==> src/rtl/ase_emul_pcie_ss_axis_demux_if.sv <==
// rtl/ase_emul_pcie_ss_axis_demux_if.sv - AXI-S 1:N demux stream bundle (one input stream, NUM_CH packed outputs)
interface ase_emul_pcie_ss_axis_demux_if #(
    parameter int NUM_CH      = 2,
    parameter int TDATA_WIDTH = 512,
    parameter int TUSER_WIDTH = 10
);
    localparam int TKEEP_WIDTH = TDATA_WIDTH / 8;

    logic                            s_tvalid;
    logic                            s_tready;
    logic [TDATA_WIDTH-1:0]          s_tdata;
    logic [TKEEP_WIDTH-1:0]          s_tkeep;
    logic                            s_tlast;
    logic [TUSER_WIDTH-1:0]          s_tuser_vendor;

    logic [NUM_CH-1:0]               m_tvalid;
    logic [NUM_CH-1:0]               m_tready;
    logic [NUM_CH*TDATA_WIDTH-1:0]   m_tdata;
    logic [NUM_CH*TKEEP_WIDTH-1:0]   m_tkeep;
    logic [NUM_CH-1:0]               m_tlast;
    logic [NUM_CH*TUSER_WIDTH-1:0]   m_tuser_vendor;

    // Demux side: consumes the input stream, produces the output streams
    modport slave (
        input  s_tvalid, s_tdata, s_tkeep, s_tlast, s_tuser_vendor,
        output s_tready,
        output m_tvalid, m_tdata, m_tkeep, m_tlast, m_tuser_vendor,
        input  m_tready
    );

    // Environment side: drives the input stream, sinks the output streams
    modport master (
        output s_tvalid, s_tdata, s_tkeep, s_tlast, s_tuser_vendor,
        input  s_tready,
        input  m_tvalid, m_tdata, m_tkeep, m_tlast, m_tuser_vendor,
        output m_tready
    );
endinterface

==> src/rtl/ase_emul_pcie_ss_axis_demux.sv <==
// rtl/ase_emul_pcie_ss_axis_demux.sv - AXI-S TLP 1:N demux with SOP route decode and per-channel 2-entry skid buffers
module ase_emul_pcie_ss_axis_demux #(
    parameter int NUM_CH      = 2,
    parameter int TDATA_WIDTH = 512,
    parameter int TUSER_WIDTH = 10,
    parameter int SEL_LSB     = 160,
    parameter int DEFAULT_CH  = 0
) (
    input  logic                           clk,
    input  logic                           reset,
    ase_emul_pcie_ss_axis_demux_if.slave   bus,
    output logic                           bad_route
);
    localparam int TKEEP_WIDTH = TDATA_WIDTH / 8;
    localparam int SEL_WIDTH   = $clog2(NUM_CH);
    localparam int BEAT_WIDTH  = TDATA_WIDTH + TKEEP_WIDTH + 1 + TUSER_WIDTH;

    // One extra bit so NUM_CH itself is representable when it is a power of two
    localparam logic [SEL_WIDTH:0]   NUM_CH_W    = (SEL_WIDTH + 1)'(NUM_CH);
    localparam logic [SEL_WIDTH-1:0] DEFAULT_SEL = SEL_WIDTH'(DEFAULT_CH);

    logic                  in_pkt;
    logic [SEL_WIDTH-1:0]  held_dest;
    logic [SEL_WIDTH-1:0]  route;
    logic                  route_bad;
    logic                  sop;
    logic [SEL_WIDTH-1:0]  dest;
    logic                  dest_full;
    logic                  hs;
    logic [NUM_CH-1:0]     full;
    logic [BEAT_WIDTH-1:0] in_beat;

    // Route decode: only the SOP beat's header field matters, later beats follow held_dest
    always_comb begin
        route     = bus.s_tdata[SEL_LSB +: SEL_WIDTH];
        route_bad = ({1'b0, route} >= NUM_CH_W);
        sop       = ~in_pkt;
        dest      = held_dest;
        if (sop) begin
            dest = route_bad ? DEFAULT_SEL : route;
        end
        dest_full = 1'b0;
        for (int c = 0; c < NUM_CH; c++) begin
            if (dest == SEL_WIDTH'(c)) begin
                dest_full = full[c];
            end
        end
    end

    // Backpressure looks only at the destination buffer occupancy, never at m_tready
    assign bus.s_tready = ~reset & ~dest_full;
    assign hs           = bus.s_tvalid & bus.s_tready;
    assign in_beat      = {bus.s_tdata, bus.s_tkeep, bus.s_tlast, bus.s_tuser_vendor};

    // Packet framing state, held route and sticky bad-route flag
    always_ff @(posedge clk) begin
        if (reset) begin
            in_pkt    <= 1'b0;
            held_dest <= DEFAULT_SEL;
            bad_route <= 1'b0;
        end else if (hs) begin
            in_pkt <= ~bus.s_tlast;
            if (sop) begin
                held_dest <= dest;
                if (route_bad) begin
                    bad_route <= 1'b1;
                end
            end
        end
    end

    for (genvar ch = 0; ch < NUM_CH; ch++) begin : g_ch
        logic [1:0]            cnt;
        logic [BEAT_WIDTH-1:0] head;
        logic [BEAT_WIDTH-1:0] skid;
        logic                  push;
        logic                  pop;

        assign push     = hs & (dest == SEL_WIDTH'(ch));
        assign pop      = (cnt != 2'd0) & bus.m_tready[ch];
        assign full[ch] = (cnt == 2'd2);

        // Occupancy: push and pop together leave the count unchanged
        always_ff @(posedge clk) begin
            if (reset) begin
                cnt <= 2'd0;
            end else if (push && !pop) begin
                cnt <= cnt + 2'd1;
            end else if (pop && !push) begin
                cnt <= cnt - 2'd1;
            end
        end

        // Data path: head feeds the output, skid catches a beat while head is stalled
        always_ff @(posedge clk) begin
            if (push && ((cnt == 2'd0) || ((cnt == 2'd1) && pop))) begin
                head <= in_beat;
            end else if (pop && (cnt == 2'd2)) begin
                head <= skid;
            end
            if (push && (cnt == 2'd1) && !pop) begin
                skid <= in_beat;
            end
        end

        assign bus.m_tvalid[ch] = (cnt != 2'd0);
        assign {bus.m_tdata[ch*TDATA_WIDTH +: TDATA_WIDTH],
                bus.m_tkeep[ch*TKEEP_WIDTH +: TKEEP_WIDTH],
                bus.m_tlast[ch],
                bus.m_tuser_vendor[ch*TUSER_WIDTH +: TUSER_WIDTH]} = head;
    end
endmodule

==> src/flat_wrapper.sv <==
// flat-port wrapper written by rule: the top's interface ports become plain ports
module ase_emul_pcie_ss_axis_demux_flat 
#(
    parameter int NUM_CH      = 2,
    parameter int TDATA_WIDTH = 512,
    parameter int TUSER_WIDTH = 10,
    parameter int SEL_LSB     = 160,
    parameter int DEFAULT_CH  = 0
)
  (clk, reset, bad_route, bus_s_tvalid, bus_s_tdata, bus_s_tkeep, bus_s_tlast, bus_s_tuser_vendor, bus_s_tready, bus_m_tvalid, bus_m_tdata, bus_m_tkeep, bus_m_tlast, bus_m_tuser_vendor, bus_m_tready);
  ase_emul_pcie_ss_axis_demux_if #(.NUM_CH(NUM_CH), .TDATA_WIDTH(TDATA_WIDTH), .TUSER_WIDTH(TUSER_WIDTH)) bus_i ();
  input  logic clk;
  input  logic reset;
  output logic bad_route;
  input wire logic [$bits(bus_i.s_tvalid)-1:0] bus_s_tvalid;
  input wire logic [$bits(bus_i.s_tdata)-1:0] bus_s_tdata;
  input wire logic [$bits(bus_i.s_tkeep)-1:0] bus_s_tkeep;
  input wire logic [$bits(bus_i.s_tlast)-1:0] bus_s_tlast;
  input wire logic [$bits(bus_i.s_tuser_vendor)-1:0] bus_s_tuser_vendor;
  output wire logic [$bits(bus_i.s_tready)-1:0] bus_s_tready;
  output wire logic [$bits(bus_i.m_tvalid)-1:0] bus_m_tvalid;
  output wire logic [$bits(bus_i.m_tdata)-1:0] bus_m_tdata;
  output wire logic [$bits(bus_i.m_tkeep)-1:0] bus_m_tkeep;
  output wire logic [$bits(bus_i.m_tlast)-1:0] bus_m_tlast;
  output wire logic [$bits(bus_i.m_tuser_vendor)-1:0] bus_m_tuser_vendor;
  input wire logic [$bits(bus_i.m_tready)-1:0] bus_m_tready;
  assign bus_i.s_tvalid = bus_s_tvalid;
  assign bus_i.s_tdata = bus_s_tdata;
  assign bus_i.s_tkeep = bus_s_tkeep;
  assign bus_i.s_tlast = bus_s_tlast;
  assign bus_i.s_tuser_vendor = bus_s_tuser_vendor;
  assign bus_s_tready = bus_i.s_tready;
  assign bus_m_tvalid = bus_i.m_tvalid;
  assign bus_m_tdata = bus_i.m_tdata;
  assign bus_m_tkeep = bus_i.m_tkeep;
  assign bus_m_tlast = bus_i.m_tlast;
  assign bus_m_tuser_vendor = bus_i.m_tuser_vendor;
  assign bus_i.m_tready = bus_m_tready;
  ase_emul_pcie_ss_axis_demux #(.NUM_CH(NUM_CH), .TDATA_WIDTH(TDATA_WIDTH), .TUSER_WIDTH(TUSER_WIDTH), .SEL_LSB(SEL_LSB), .DEFAULT_CH(DEFAULT_CH)) u_core (.clk(clk), .reset(reset), .bus(bus_i), .bad_route(bad_route));
endmodule
==> config.mk <==
export PLATFORM = sky130hd
export DESIGN_NAME = ase_emul_pcie_ss_axis_demux_flat
export DESIGN_NICKNAME = d
export VERILOG_FILES = /design/src/rtl/ase_emul_pcie_ss_axis_demux_if.sv /design/src/rtl/ase_emul_pcie_ss_axis_demux.sv /design/src/flat_wrapper.sv
export SDC_FILE = /design/constraint.sdc
export NUM_CORES = 2
export LEC_CHECK = 0
export CORE_AREA = 2 2 700 702
export CTS_CLUSTER_SIZE = 40
export DETAILED_ROUTE_END_ITERATION = 8
export DIE_AREA = 0 0 702 704
export PLACE_DENSITY = 0.39
export SLEW_MARGIN = 0
export SYNTH_ARGS = -nofsm -noshare
export SYNTH_HDL_FRONTEND = slang
export SYNTH_SLANG_ARGS = --single-unit
==> constraint.sdc <==
create_clock -name clk -period 16.2 [get_ports clk]
set_input_delay 2.43 -clock clk [delete_from_list [all_inputs] [get_ports clk]]
set_output_delay 2.43 -clock clk [all_outputs]
set_load 0.01 [all_outputs]
=== After elaboration in Yosys (flattened, before gate mapping) ===
Index checks and enable logic that the tools add are counted.

* Bitwise gates (word level): 11
* Reduce and logical (&&, ||, !) cells: 29
* $add $sub $neg: 4
* Equality and inequality tests: 4
* Muxes and demuxes: 10

{| class="wikitable"
|+ Operators by type and width
! kind !! number
|-
| $mux W587 || 4
|-
| $logic_and A1 B1 Y1 || 14
|-
| $reduce_bool A2 Y1 || 6
|-
| $mux W2 || 4
|-
| $and A1 B1 Y1 || 6
|-
| $not A1 Y1 || 5
|-
| $add A2 B1 Y2 const B || 2
|-
| $eq A2 B1 Y1 const B || 2
|-
| $eq A2 B2 Y1 const B || 2
|-
| $logic_not A1 Y1 || 4
|-
| $logic_not A2 Y1 || 2
|-
| $sub A2 B1 Y2 const B || 2
|-
| $logic_or A1 B1 Y1 || 2
|-
| $mux W1 || 2
|-
| $reduce_and A2 Y1 || 1
|}

* Flip-flop bits (word level): 2354
* Output and inout bits: 1178

=== Logic depth before layout (Yosys ltp) ===
* Depth after elaboration: 10
* Gate-level depth with buffers: 8
* Mapped depth without buffers: 6

=== Worst setup path after synthesis ===
No wires, ideal clock.

* Path kind: input to register
* Start: in reset
* End: reg u_core.g_ch[1].skid[0] (enable)
* Slack: -1485 ps
* Setup time: 1032 ps
* Cell stages on the path: 4
* Data arrival time: 16653 ps
* Path through: clkbuf_1 > nand2b_1 > nor3_2 > and3_1

* Longest elaborated chain between the ends: 6

{| class="wikitable"
|+ RTL lines
! element !! RTL line !! RTL
|-
| start, declared || flat_wrapper.sv:13 || <nowiki>input logic reset;</nowiki>
|-
| $not A1 Y1 || ase_emul_pcie_ss_axis_demux.sv:51 || <nowiki>assign bus.s_tready = ~reset & ~dest_full;</nowiki>
|-
| $and A1 B1 Y1 || ase_emul_pcie_ss_axis_demux.sv:51 ||
|-
| $and A1 B1 Y1 || ase_emul_pcie_ss_axis_demux.sv:52 || <nowiki>assign hs = bus.s_tvalid & bus.s_tready;</nowiki>
|-
| $and A1 B1 Y1 || ase_emul_pcie_ss_axis_demux.sv:79 || <nowiki>assign push = hs & (dest == SEL_WIDTH'(ch));</nowiki>
|-
| $logic_and A1 B1 Y1 (2 in series) || ase_emul_pcie_ss_axis_demux.sv:101 || <nowiki>if (push && (cnt == 2'd1) && !pop) begin</nowiki>
|-
| end signal, assigned || ase_emul_pcie_ss_axis_demux.sv:102 || <nowiki>skid <= in_beat;</nowiki>
|-
| end, declared || ase_emul_pcie_ss_axis_demux.sv:75 || <nowiki>logic [BEAT_WIDTH-1:0] skid;</nowiki>
|}

Every way passes these cells.
A chain may end at the register's enable or synchronous reset.

=== Worst setup path in the final report ===
* Start: in reset
* End: reg u_core.g_ch[1].head[219], data pin

* Longest elaborated chain between the ends: 6

{| class="wikitable"
|+ RTL lines
! element !! RTL line !! RTL
|-
| $not A1 Y1 || ase_emul_pcie_ss_axis_demux.sv:51 ||
|-
| $and A1 B1 Y1 || ase_emul_pcie_ss_axis_demux.sv:51 ||
|-
| $and A1 B1 Y1 || ase_emul_pcie_ss_axis_demux.sv:52 ||
|-
| $and A1 B1 Y1 || ase_emul_pcie_ss_axis_demux.sv:79 ||
|-
| $logic_and A1 B1 Y1 || ase_emul_pcie_ss_axis_demux.sv:96 || <nowiki>if (push && ((cnt == 2'd0) || ((cnt == 2'd1) && pop))) begin</nowiki>
|-
| $mux W587 || ase_emul_pcie_ss_axis_demux.sv:96 ||
|-
| end signal, assigned || ase_emul_pcie_ss_axis_demux.sv:97 || <nowiki>head <= in_beat;</nowiki>
|-
| end signal, assigned || ase_emul_pcie_ss_axis_demux.sv:99 || <nowiki>head <= skid;</nowiki>
|-
| end, declared || ase_emul_pcie_ss_axis_demux.sv:74 || <nowiki>logic [BEAT_WIDTH-1:0] head;</nowiki>
|}

Every way passes these cells.

==> flow_summary_export.csv <==
group,metric,value,unit
outcome,outcome,"finished clean",
job,max_cap_violations,0,
clock_network,worst_skew_pair.late_latency,0.92,ns
sta,hold_viol_final,0,
sta,period_needed,7.21,ns
sta,grt_setup_unrepaired,"no",
clock_network,cts_tree,"built",
critical_path,critPathCaptureType,"flip-flop",
sta,setup_viol,0,
layout,area_growth,40.6,%
drt,first_pass_iters,5,
layout,drive_above_1_share,17.4,%
floorplanning,ios,1770,
clock_network,postCtsResizedCells,0,
power_and_ir_drop,vdd_drop_max,0.0826,mV
yosys,yosys.area.top_type,"edfxtp_1",
clock_network,post_cts_buffers,0,
yosys,ys_types,31,
yosys,ys_seq_elements,2354,
layout,layout.nets,6307,
drt,detail-route-antenna-nets,0,
global_route,grt_pass1_wl,501,mm
yosys,yosysSeqAreaShare,82.7,%
clock_network,clockRootBuffer,"clkbuf_16",
clock_network,h-tree-depth,5,
critical_path,cp.required,16.83,ns
min_path,hold_class,"flip-flop to flip-flop",
global_route,track_usage,15.3,%
drt,vias,45793,
power_and_ir_drop,p_leak,37.7,nW
layout,layout.cells.most_common,"edfxtp_1",
yosys,ys_warn_count,0,
sta,drv_slew,0,
power_and_ir_drop,powerDensity,138,nW/um2
sta,worstMarginPinSlew,1.18,ns
sta,finalCritPeriodShare,44.5,%
clock_network,clkSinkCount,2354,
global_route,grt_remaining_overflow,0,
critical_path,worstSetupPathType,"primary input to flip-flop",
placement,dp_hpwl,298,mm
critical_path,worstPathArrival,7.84,ns
clock_network,clk_path_buf_depth,4,
yosys,yosys-top-cells-area,"edfxtp_1 83%, mux2_1 8.0%, mux2_2 7.5%, buf_6 0.84%, buf_4 0.25%",
placement,place_ws,7.90,ns
drt,post-route-drc-count,0,
sta,holdWs,0.496,ns
layout,final_cell_mix,"2,348 x edfxtp_1, 1,768 x clkdlybuf4s50_1, 604 x mux2_1, 571 x mux2_2, 298 x clkbuf_16",
yosys,syn_avg_cell_area,23.0,um2
clock_network,hold_buffers,0,
sta,fin_skew,0.0498,ns
critical_path,cp_max_fo,109,
clock_network,numCtsBuffers,292,
global_route,use_met2,26.1,%
floorplanning,core.rowCount,257,
yosys,synthesis.nets,4313,
sta,fmax,139,MHz
floorplanning,start_util,17.5,%
sta,setup_ws,8.99,ns
yosys,synth.top_cell.area_share,82.6,%
floorplanning,dieArea,494000,um2
floorplanning,core-area,487000,um2
yosys,synthCells,3715,
global_route,grt_pass1_vias,46677,
layout,utilization,24.6,%
global_route,grt_max_degree,122,
placement,port-buffer-count,1768,
clock_network,path_clk_slew,0.05,ns
yosys,synth_area,85400,um2
global_route,grtUsageMet3,7.44,%
drt,via_per_inst,3.67,
drt,wl,392,mm
floorplanning,die_w,702,um
floorplanning,die-height,704,um
global_route,use_met1,16.8,%
drt,routedWlPerCell,31.4,um
sta,slew_headroom,21.1,%
global_route,top_usage_layer,"met2",
global_route,antenna_found_initial,326,
critical_path,cp-start-kind,"primary input",
placement,gp_congestion,0.866,
drt,drt_iter0_drc,3702,
[final cells by class]
cell class / instances / area (um2)
fill: 49824 / 367000
sequential: 2354 / 70600
timing repair buffer: 1832 / 18300
multi-input combinational: 1223 / 13700
tap: 6475 / 8100
clock buffer: 377 / 7770
clock inverter: 140 / 1330
antenna: 79 / 198
inverter: 6 / 22.5
[worst paths after layout]
path / startpoint / endpoint / slack (ns) / depth (start not counted)
worst min register to register: u_core.g_ch[0].skid[485] / u_core.g_ch[0].head[485] / 0.50 / 1
worst max-delay path: reset / u_core.g_ch[1].head[219] / 8.99 / 9
worst max register to register: u_core.g_ch[1].cnt[0] / u_core.g_ch[1].head[219] / 10.67 / 9
worst min-delay path: u_core.g_ch[0].skid[485] / u_core.g_ch[0].head[485] / 0.50 / 1
[cell usage after synthesis]
cell type	number
buf_2	39
nor4_2	2
a21oi_1	3
nor2b_1	3
ha_1	6
mux2i_1	2
buf_6	64
nor3_2	2
a41oi_1	2
nand3_1	4
edfxtp_1	2348
o21ai_0	1
and2_1	1
or3_1	4
clkbuf_1	1
nand2_1	2
a21o_1	2
buf_4	28
nand2b_1	1
inv_1	6
a211oi_1	1
nor3_1	2
mux2_2	571
and3_1	2
nor2_1	2
or3b_2	1
dfxtp_1	6
mux2_1	604
nor3b_1	2
xnor3_1	2
conb_1	1
[routing by layer]
layer / vias up / part of all wire, % / routed length, um
met5: - / 0.21 / 820
met3: 870 / 11 / 43800
met1: 23737 / 37 / 144000
met2: 1970 / 49 / 191000
li1: 19094 / - / -
met4: 122 / 3.0 / 11600
[critical path, cell delays in order]
cell,delay (ns)
clkdlybuf4s50_1,0.59
nand2b_1,0.38
nor4_4,0.37
buf_12,0.50
buf_12,0.51
buf_4,0.59
buf_4,0.85
buf_4,0.73
mux2_1,0.40
[power breakdown]
part | internal [W] | switching, W | total [W]
clock | 0.00367 | 0.00271 | 0.00639
combinational | 0.00110 | 0.00149 | 0.00259
sequential | 0.00746 | 0.000182 | 0.00764
[sequential cells by signal, summed over array words and instances, names as in the netlist]
register / flops
u_core.held_dest: 1
u_core.g_ch.head: 1174
u_core.in_pkt: 1
u_core.g_ch.skid: 1174
u_core.g_ch.cnt: 4
[stage by stage]
step | power [W] | cell area, um2 | std cells | TNS [ns]
6_report | 0.0166 | 120000 | 12486 | 0
5_1_grt | 0.0172 | 120000 | 12427 | 0
4_1_cts | 0.0169 | 120000 | 12407 | 0
3_5_place_dp | 0.0104 | 111000 | 11890 | 0
3_3_place_gp | 0.0104 | 111000 | 11890 | 0
2_1_floorplan | 0.00905 | 85400 | 3715 | -16.32
[cells by family (layout without fill, tap and decap cells)]
kind of cell | after synthesis | count (layout) | synth area share (%)
flops | 2354 | 2354 | 82.7
mux | 1177 | 1177 | 15.5
buf+inv | 138 | 2355 | 1.35
simple gates | 28 | 28 | 0.214
compound gates | 9 | 9 | 0.0703
fa+ha+maj | 6 | 6 | 0.0879
xor+xnor | 2 | 2 | 0.0527
other cells | 1 | 80 | 0.00439
(Power assumes the default switching activity.)
